File: src/rtl/led_fader.sv
// led_fader: per-LED PWM brightness stage for the rotating-LED pattern.
// A channel whose input is high is driven at full brightness; once the
// input drops, its level ramps down linearly by DECAY_STEP on every decay
// tick until it reaches zero, giving a comet-tail trail behind the pattern.
//
// Datapath: stage 0 holds the per-channel levels, the PWM counter and the
// decay prescaler. Stage 1 registers the compare result onto the pins, so
// no input reaches an output combinationally.
module led_fader #(
  parameter int PWM_BITS   = 8,
  parameter int DECAY_DIV  = 12000,
  parameter int DECAY_STEP = 4
) (
  input  logic       clk,
  input  logic       rst,
  input  logic [4:0] led_in,
  output logic       D1,
  output logic       D2,
  output logic       D3,
  output logic       D4,
  output logic       D5
);

  localparam int NCH   = 5;
  // A divider of 1 still needs a 1-bit prescaler register that sits at 0.
  localparam int PRE_W = (DECAY_DIV > 1) ? $clog2(DECAY_DIV) : 1;

  localparam logic [PRE_W-1:0]    PRE_LAST = PRE_W'(DECAY_DIV - 1);
  localparam logic [PWM_BITS-1:0] LVL_MAX  = '1;
  localparam logic [PWM_BITS-1:0] STEP     = PWM_BITS'(DECAY_STEP);

  // Stage 0 state.
  logic [PWM_BITS-1:0]          pwm_cnt_p0;
  logic [PRE_W-1:0]             prescaler_p0;
  logic                         decay_tick_p0;
  logic [NCH-1:0][PWM_BITS-1:0] level_p0;

  // Stage 1 state: registered pin drive.
  logic [NCH-1:0]               led_p1;

  // Saturating decrement: a level at or below the step lands on zero
  // rather than wrapping around to a bright value.
  function automatic logic [PWM_BITS-1:0] sat_decay(
    input logic [PWM_BITS-1:0] lvl
  );
    return (lvl > STEP) ? (lvl - STEP) : '0;
  endfunction

  // PWM compare: full level is forced solid on, because pwm_cnt never
  // exceeds LVL_MAX and the plain compare would leave one dark cycle.
  function automatic logic pwm_out(
    input logic [PWM_BITS-1:0] lvl,
    input logic [PWM_BITS-1:0] cnt
  );
    return (lvl == LVL_MAX) | (cnt < lvl);
  endfunction

  // ---- stage 0: timebase ----

  // Free-running PWM frame counter; wraps naturally at 2^PWM_BITS.
  always_ff @(posedge clk) begin
    if (rst) begin
      pwm_cnt_p0 <= '0;
    end else begin
      pwm_cnt_p0 <= pwm_cnt_p0 + PWM_BITS'(1);
    end
  end

  // Decay prescaler: one registered tick each time the count returns to 0,
  // so the first tick after reset lands DECAY_DIV cycles later.
  always_ff @(posedge clk) begin
    if (rst) begin
      prescaler_p0  <= '0;
      decay_tick_p0 <= 1'b0;
    end else if (prescaler_p0 == PRE_LAST) begin
      prescaler_p0  <= '0;
      decay_tick_p0 <= 1'b1;
    end else begin
      prescaler_p0  <= prescaler_p0 + PRE_W'(1);
      decay_tick_p0 <= 1'b0;
    end
  end

  // ---- stage 0: per-channel brightness ----

  // Load to full on a high input (this beats a coincident decay tick),
  // otherwise step down on each tick, otherwise hold.
  always_ff @(posedge clk) begin
    if (rst) begin
      level_p0 <= '0;
    end else begin
      for (int i = 0; i < NCH; i++) begin
        if (led_in[i]) begin
          level_p0[i] <= LVL_MAX;
        end else if (decay_tick_p0) begin
          level_p0[i] <= sat_decay(level_p0[i]);
        end
      end
    end
  end

  // ---- stage 1: output compare ----

  // Registered PWM drive for every channel.
  always_ff @(posedge clk) begin
    if (rst) begin
      led_p1 <= '0;
    end else begin
      for (int i = 0; i < NCH; i++) begin
        led_p1[i] <= pwm_out(level_p0[i], pwm_cnt_p0);
      end
    end
  end

  assign D1 = led_p1[0];
  assign D2 = led_p1[1];
  assign D3 = led_p1[2];
  assign D4 = led_p1[3];
  assign D5 = led_p1[4];

endmodule

File: config.mk
export PLATFORM = sky130hd
export DESIGN_NAME = led_fader
export DESIGN_NICKNAME = d
export VERILOG_FILES = /design/src/rtl/led_fader.sv
export SDC_FILE = /design/constraint.sdc
export NUM_CORES = 1
export LEC_CHECK = 0
export CORE_MARGIN = 1.5
export CORE_UTILIZATION = 55
export CTS_BUF_LIST = sky130_fd_sc_hd__clkbuf_8
export DETAILED_ROUTE_END_ITERATION = 12
export PLACE_DENSITY_LB_ADDON = 0.2
export SLEW_MARGIN = 20
export SYNTH_ARGS = -nofsm -noshare
export SYNTH_HDL_FRONTEND = slang
export SYNTH_SLANG_ARGS = --single-unit
File: constraint.sdc
create_clock -name clk -period 1.6 [get_ports clk]
set_input_delay 0.24 -clock clk [delete_from_list [all_inputs] [get_ports clk]]
set_output_delay 0.24 -clock clk [all_outputs]
set_load 0.02 [all_outputs]
# --- Word level (Yosys, flattened, before mapping) ---
# Cells that the tools add are included.
totals:
  register_bits: 68
  word_cells: 59
  input_bits: 7
op_classes:
  bitwise: 5
  order_cmp: 10
  n_addsub: 7
  eq_ne: 6
  reduce_logical: 6
  muxes: 16
ops:
  columns: ["cell", "count"]
  rows:
  - ["$mux W8", 15]
  - ["$eq A8 B8 Y1 const B", 5]
  - ["$gt A8 B3 Y1 const B", 5]
  - ["$lt A8 B8 Y1", 5]
  - ["$sub A8 B3 Y8 const B", 5]
  - ["$add A14 B1 Y14 const B", 1]
  - ["$eq A14 B14 Y1 const B", 1]
  - ["$reduce_bool A2 Y1", 5]
  - ["$add A8 B1 Y8 const B", 1]
  - ["$or A1 B1 Y1", 5]
  - ["$reduce_or A2 Y1", 1]
  - ["$mux W1", 1]

# --- Depth between registers and ports, before layout ---
# Gate-level depths: netlist of the first run.
logic_depth:
  word_depth: 4
  mapped_depth: 7
  mapped_depth_nobuf: 6

# --- Worst setup path after synthesis of the first run ---
# Ideal clock, no wire load.
synth_path:
  kind: "register to register"
  start: "reg prescaler_p0[0]"
  end: "reg prescaler_p0[13]"
  t_arrival_ns: 1.550
  setup_ns: 0.115
  slack_ns: -0.065
  n_path_buf: 1
  path_stages_with_launch: 7
  path_cell_list: "dfxtp_1 -> ha_1 -> nand4_1 -> or4_4 -> nand2b_4 -> buf_12 -> nor2_1"
synth_via:
  elab_chain_cells: 2
  word_cells_on_any_way: 3
  cone_classes: "1 x add/sub; 1 x eq/ne; 1 x reduce/logical"
synth_lines:
  columns: ["element", "line_no", "text"]
  rows:
  - ["start, declared", "34", "logic [PRE_W-1:0] prescaler_p0;"]
  - ["start signal, assigned", "79", "prescaler_p0 <= prescaler_p0 + PRE_W'(1);"]
  - ["parallel branches: the longest is 2 deep, another holds $add A14 B1 Y14", null, null]
# Several ways; the timed one is not identified.
# A chain may end at the register's enable or synchronous reset.

# --- Worst setup path in the final report of the first run ---
layout_path:
  start: "reg prescaler_p0[8]"
  end: "reg prescaler_p0[11]"
# Same word-level chain as after synthesis.

==> results of run 1 <==
-- final cells by class --
type / count / area share (%)
multi-input combinational: 333 / 51.6
sequential: 63 / 28.1
timing repair buffer: 57 / 10.0
inverter: 43 / 3.51
clock buffer: 10 / 2.99
tap: 77 / 2.10
clock inverter: 5 / 1.61
-- report_power, final --
part / switching, uW / internal [uW]
logic: 303 / 257
clock network: 607 / 900
registers: 80.9 / 1660
-- cell usage after synthesis (7+ instances only) --
| cell type | number | area (sq um) |
|---|---|---|
| ha_1 | 52 | 651 |
| nor2_1 | 33 | 124 |
| a21oi_1 | 55 | 275 |
| dfxtp_1 | 63 | 1260 |
| xor2_1 | 8 | 70.1 |
| nor4b_1 | 8 | 70.1 |
| nor2b_1 | 7 | 43.8 |
| nand2_1 | 19 | 71.3 |
| nor3_1 | 24 | 120 |
| nand3_1 | 23 | 115 |
| xnor2_1 | 12 | 105 |
| nand4_1 | 9 | 56.3 |
| clkbuf_1 | 8 | 30.0 |
| o21ai_0 | 20 | 100 |
| or3_1 | 7 | 43.8 |
| inv_1 | 43 | 161 |
-- what timing repair did --
action | in CTS | in global routing
pin swaps | 6 | 11
gates resized for setup | 3 | 36
setup endpoints to repair | 16 | 39
setup buffers | 0 | 3
hold endpoints to repair | 0 | 0
hold buffers | 0 | 0
cloned | 1 | 0
-- state kept, by name (all words and copies together) (netlist names) --
signal / flops
level_p0: 35
prescaler_p0: 14
pwm_cnt_p0: 8
led_p1: 5
decay_tick_p0: 1
-- metrics by stage --
stage | setup TNS (ps) | power, uW
after floorplan | -261 | 2100
after detailed placement | -516 | 2300
final | -305 | 3800
after global placement | -143 | 2270
after global routing | -744 | 3980
after CTS | -164 | 3800
-- routing by layer --
metal | share of wire, % | up-vias
met3 | 3.0 | 19
li1 | - | 1729
met5 | 0 | -
met2 | 48 | 47
met1 | 47 | 1609
met4 | 2.2 | 0
-- path summary, 6_finish.rpt --
| check | startpoint | end | slack [ps] | cells after the start |
|---|---|---|---|---|
| setup / recovery | prescaler_p0[8] | prescaler_p0[11] | -30 | 4 |
| hold / removal | rst | pwm_cnt_p0[4] | 410 | 2 |
| hold reg to reg | level_p0[7] | led_p1[0] | 500 | 2 |
| setup reg to reg | prescaler_p0[8] | prescaler_p0[11] | -30 | 4 |
-- worst max-delay path, delay by kind of cell (launching register included) --
family,cells,cell delay [ps]
and+or+nand+nor,4,1210
DFF,1,320
-- kinds of logic after synthesis --
| kind of cell | after synthesis | synth area share [%] |
|---|---|---|
| xor gates and xnor gates | 20 | 4.65 |
| adders and majority gates | 52 | 17.3 |
| muxes | 1 | 0.266 |
| AOI/OAI and AO/OA | 99 | 14.9 |
| buffers and inverters | 56 | 6.04 |
| DFF | 63 | 33.5 |
| and+or+nand+nor | 160 | 23.3 |
==> results.sh, run 1 <==
export IMPL_holdWs_ps=410
export IMPL_area_growth_pct=22.0
export IMPL_drt_wl_total_mm=8.67
export IMPL_pin_count=12
export IMPL_cts_root_buf="clkbuf_8"
export IMPL_fmax_mhz=613
export IMPL_grt_pass1_vias=3321
export IMPL_clock_latency_ps=350
export IMPL_outcome="complete, but fails checks"
export IMPL_drc_errors=0
export IMPL_grt_setup_unrepaired="true"
export IMPL_cts_sinks=63
export IMPL_antenna_cells=0
export IMPL_grtUsageMet2_pct=42.0
export IMPL_clkTransAtPathRegs_ps=70
export IMPL_max_cap_violations=0
export IMPL_worstPathMaxFanout=6
export IMPL_die_h_microns=85.8
export IMPL_dr_total_vias=3404
export IMPL_max_slew_margin_pct=56.5
export IMPL_syn_area_per_cell_sq_um=8.35
export IMPL_critPathRequiredTime_ps=1840
export IMPL_grt_max_degree=34
export IMPL_top_usage_layer="met2"
export IMPL_dieArea_sq_um=7360
export IMPL_synth_area_sq_um=3770
export IMPL_io_buffers=11
export IMPL_cts_tree="built"
export IMPL_rows=29
export IMPL_dieWidth_microns=85.8
export IMPL_fillCellCount=520
export IMPL_layout_drive_gt1_share_pct=20.0
export IMPL_htreeDepth=3
export IMPL_vias_per_cell=5.79
export IMPL_overflow=0
export IMPL_violations="negative setup slack"
export IMPL_synth_nets=510
export IMPL_final_cell_area_sq_um=4600
export IMPL_worst_setup_path_end_kind="register"
export IMPL_core_area_sq_um=6490
export IMPL_dpl_worst_slack_ps=-49.1
export IMPL_ys_ff_latch=63
export IMPL_slowest_stage="or4b_1"
export IMPL_start_util_pct=58.0
export IMPL_setup_violations_final=13
export IMPL_drt_initial_drc_count=146
export IMPL_grt_usage_pct=25.0
export IMPL_final_util_pct=70.8
export IMPL_place_inst=569
export IMPL_yosys_warnings=0
export IMPL_synth_cells=451
export IMPL_place_congestion=0.881
export IMPL_grt_util_met3_pct=5.00
export IMPL_mostFrequentLayoutCell="a21oi_1"
export IMPL_power_density_nw_per_um2=827
export IMPL_async_flop_share_pct=0
export IMPL_multi_input_area_sq_um=2370
export IMPL_final_cell_mix="a21oi_1 (55), ha_1 (48), dfxtp_1 (45)"
export IMPL_finalWorstSetupSlack_ps=-32.3
export IMPL_fin_cells=588
export IMPL_critical_path_max_stage_delay_ps=520
export IMPL_cellLeakagePower_uw=0.00189
export IMPL_min_period_ps=1630
export IMPL_dpl_instance_area_sq_um=4230
export IMPL_seq_area_frac_synth_pct=33.5
export IMPL_fin_nets=566
export IMPL_seqCellArea_sq_um=1290
export IMPL_synth_enable_flop_cells=0
export IMPL_antenna_found_initial=0
export IMPL_finalCritPeriodShare_pct=102
export IMPL_path_class="reg -> reg"
export IMPL_fin_skew_ps=8.07
export IMPL_cts_buffers=9
export IMPL_yosysUniqueCellTypes=38
export IMPL_yosys_most_used_dff="dfxtp_1"
export IMPL_hold_path_class="in -> reg"
export IMPL_dp_hpwl_mm=6.25
export IMPL_arrival_ps=1870
export IMPL_dr_pass1_iters=4
export IMPL_max_slew_worst_pin_slew_ps=652
export IMPL_drv_slew=0
export IMPL_ant_nets=0
export IMPL_grt_use_met1_pct=30.5
export IMPL_hold_violations=0
export IMPL_start_kind="register"
export IMPL_grt_pass1_wl_mm=14.5
export IMPL_routedWlPerCell_microns=14.8
export IMPL_path_cells="or4b_1 -> or4_4 -> nand2b_4 -> nor2_2"
export IMPL_peakVddDrop_v=0.000754
export IMPL_clock_path_buffers=2
Power figures use the tool's default switching activity.
==> run 2, diff against run 1 <==
Settings changed: PLACE_DENSITY set to 0.82, PLACE_DENSITY_LB_ADDON 0.2 to unset, SKIP_CTS_REPAIR_TIMING set to 1.
==> results.sh, run 2 (synthesis gave the netlist of run 1 again) <==
export IMPL_grt_setup_unrepaired="true"
export IMPL_slowest_stage="o41ai_1"
export IMPL_worst_setup_path_end_kind="register"
export IMPL_routedWlPerCell_microns=17.1
export IMPL_crit_end="led_p1[0]"
export IMPL_area_growth_pct=26.0
export IMPL_violations="negative setup slack"
export IMPL_reg2reg_depth=4
export IMPL_critPathRequiredTime_ps=1820
export IMPL_cts_sinks=63
export IMPL_r2r_end="led_p1[0]"
export IMPL_p_int_uw=2780
export IMPL_dieArea_sq_um=7360
export IMPL_path_cells="ha_1 -> nor3_1 -> a211oi_1 -> o41ai_1"
export IMPL_fin_cells=584
export IMPL_pin_count=12
export IMPL_grt_pass1_wl_mm=15.3
export IMPL_layout_drive_gt1_share_pct=23.5
export IMPL_peakVddDrop_v=0.00112
export IMPL_drt_initial_drc_count=216
export IMPL_tns_ps=-472
export IMPL_final_cell_mix="a21oi_1 (55), inv_1 (39), dfxtp_1 (39)"
export IMPL_grt_max_degree=21
export IMPL_clock_path_buffers=2
export IMPL_largest_register="level_p0"
export IMPL_rows=29
export IMPL_htreeDepth=3
export IMPL_min_period_ps=1670
export IMPL_antenna_found_initial=0
export IMPL_antenna_cells=0
export IMPL_largestRegisters="level_p0: 35 flops, prescaler_p0: 14 flops, pwm_cnt_p0: 8 flops"
export IMPL_vias_per_cell=6.08
export IMPL_fin_skew_ps=12.1
export IMPL_worstPathMaxFanout=7
export IMPL_cellLeakagePower_uw=0.00187
export IMPL_arrival_ps=1890
export IMPL_fillCellCount=441
export IMPL_dr_total_vias=3553
export IMPL_max_cap_violations=0
export IMPL_drv_slew=0
export IMPL_clkTransAtPathRegs_ps=70
export IMPL_ant_nets=0
export IMPL_critical_path_max_stage_delay_ps=440
export IMPL_dieWidth_microns=85.8
export IMPL_start_util_pct=58.0
export IMPL_outcome="complete, but fails checks"
export IMPL_grt_usage_pct=26.1
export IMPL_setup_violations_final=15
export IMPL_core_area_sq_um=6490
export IMPL_place_congestion=0.889
export IMPL_dr_pass1_iters=5
export IMPL_cts_tree="built"
export IMPL_die_h_microns=85.8
export IMPL_timing_rr_start="pwm_cnt_p0[1]"
export IMPL_max_slew_margin_pct=64.6
export IMPL_dp_hpwl_mm=6.30
export IMPL_cts_buffers=9
export IMPL_finalCritPeriodShare_pct=104
export IMPL_drt_wl_total_mm=9.96
export IMPL_mostFrequentLayoutCell="a21oi_1"
export IMPL_start_kind="register"
export IMPL_switchingPower_uw=1030
export IMPL_swShare_pct=27.1
export IMPL_hold_path_class="in -> reg"
export IMPL_cts_root_buf="clkbuf_8"
export IMPL_pwr_share_seq_pct=45.8
export IMPL_largest_reg_flops=35
export IMPL_crit_family="compound AO/OA/AOI/OAI gates"
export IMPL_fin_nets=561
export IMPL_path_class="reg -> reg"
export IMPL_max_slew_worst_pin_slew_ps=527
export IMPL_final_util_pct=73.1
export IMPL_power_density_nw_per_um2=803
export IMPL_power_frac_comb_pct=15.8
export IMPL_critPathBufInv=0
export IMPL_io_buffers=11
export IMPL_share_clk_of_total_power_pct=38.4
export IMPL_r2r_setup_slack_ps=-70
export IMPL_path_depth=4
export IMPL_hold_violations=0
export IMPL_critical_path_startpoint="pwm_cnt_p0[1]"
export IMPL_drc_errors=0
export IMPL_overflow=0
export IMPL_clock_latency_ps=350
export IMPL_fmax_mhz=599
export IMPL_place_inst=562
export IMPL_grt_pass1_vias=3459
export IMPL_finalWorstSetupSlack_ps=-70.6
-- run 2: cell types whose count changed in the layout (fill, tap and decap cells not counted), moves of 2 or more --
cell     previous run  this run
buf_12              0         2
buf_4              43        38
buf_6               3         1
dfxtp_1            45        39
dfxtp_2            15        19
dfxtp_4             3         5
ha_1               48        36
ha_4                3        14
inv_1              42        39
inv_2               2         6
nor2_1             31        33
nor2_2              5         3
-- run 2: worst reg2reg max path: stages (launching register included) --
cell and delay [ps]:
dfxtp_1 410, ha_1 260, nor3_1 280, a211oi_1 150, o41ai_1 440
-- run 2: metal layers --
metal | part of all wire [%] | up-vias | global-route usage, % | wire (microns)
met5 | 0 | - | 0 | 0
met2 | 51 | 113 | 45.5 | 5110
met3 | 4.7 | 32 | 6.35 | 470
met4 | 3.1 | 0 | 12.0 | 306
met1 | 41 | 1685 | 30.1 | 4080
li1 | - | 1723 | - | -
-- run 2: how the worst min path moves through the flow --
stage	start	to	slack [ps]	cells after the start
2_1_floorplan	led_in[0]	level_p0[0]	360	2
3_3_place_gp	level_p0[24]	level_p0[24]	480	2
3_5_place_dp	level_p0[23]	led_p1[2]	500	2
4_1_cts	rst	prescaler_p0[4]	300	2
5_1_grt	rst	level_p0[32]	350	2
6_report	rst	prescaler_p0[4]	330	2
-- run 2: metrics by stage --
stage,instance area [sq um],setup slack (ps),hold slack (ps),power [uW]
4_1_cts,4400,-101,301,3750
2_1_floorplan,3770,-27.8,357,2100
5_1_grt,4750,-134,351,3980
3_5_place_dp,4190,-46.5,495,2290
3_3_place_gp,4190,-2.77,479,2250
6_report,4750,-70.6,334,3810
-- run 2: power groups by stage --
stage | clock, uW | sequential (uW) | combinational (uW)
after global placement | 0 | 1770 | 486
after floorplan | 0 | 1770 | 322
after CTS | 1490 | 1740 | 525
after detailed placement | 0 | 1770 | 517
final | 1460 | 1750 | 602
after global routing | 1560 | 1760 | 669
-- run 2: area by class of cell --
| type | instances | area (sq um) | area share [%] |
|---|---|---|---|
| multi-input cells | 332 | 2520 | 53.1 |
| clock inverters | 7 | 81.3 | 1.71 |
| flip-flops and latches | 63 | 1300 | 27.5 |
| inverters | 43 | 165 | 3.48 |
| well taps | 77 | 96.3 | 2.03 |
| clock buffers | 9 | 124 | 2.61 |
| repair buffers | 53 | 457 | 9.62 |
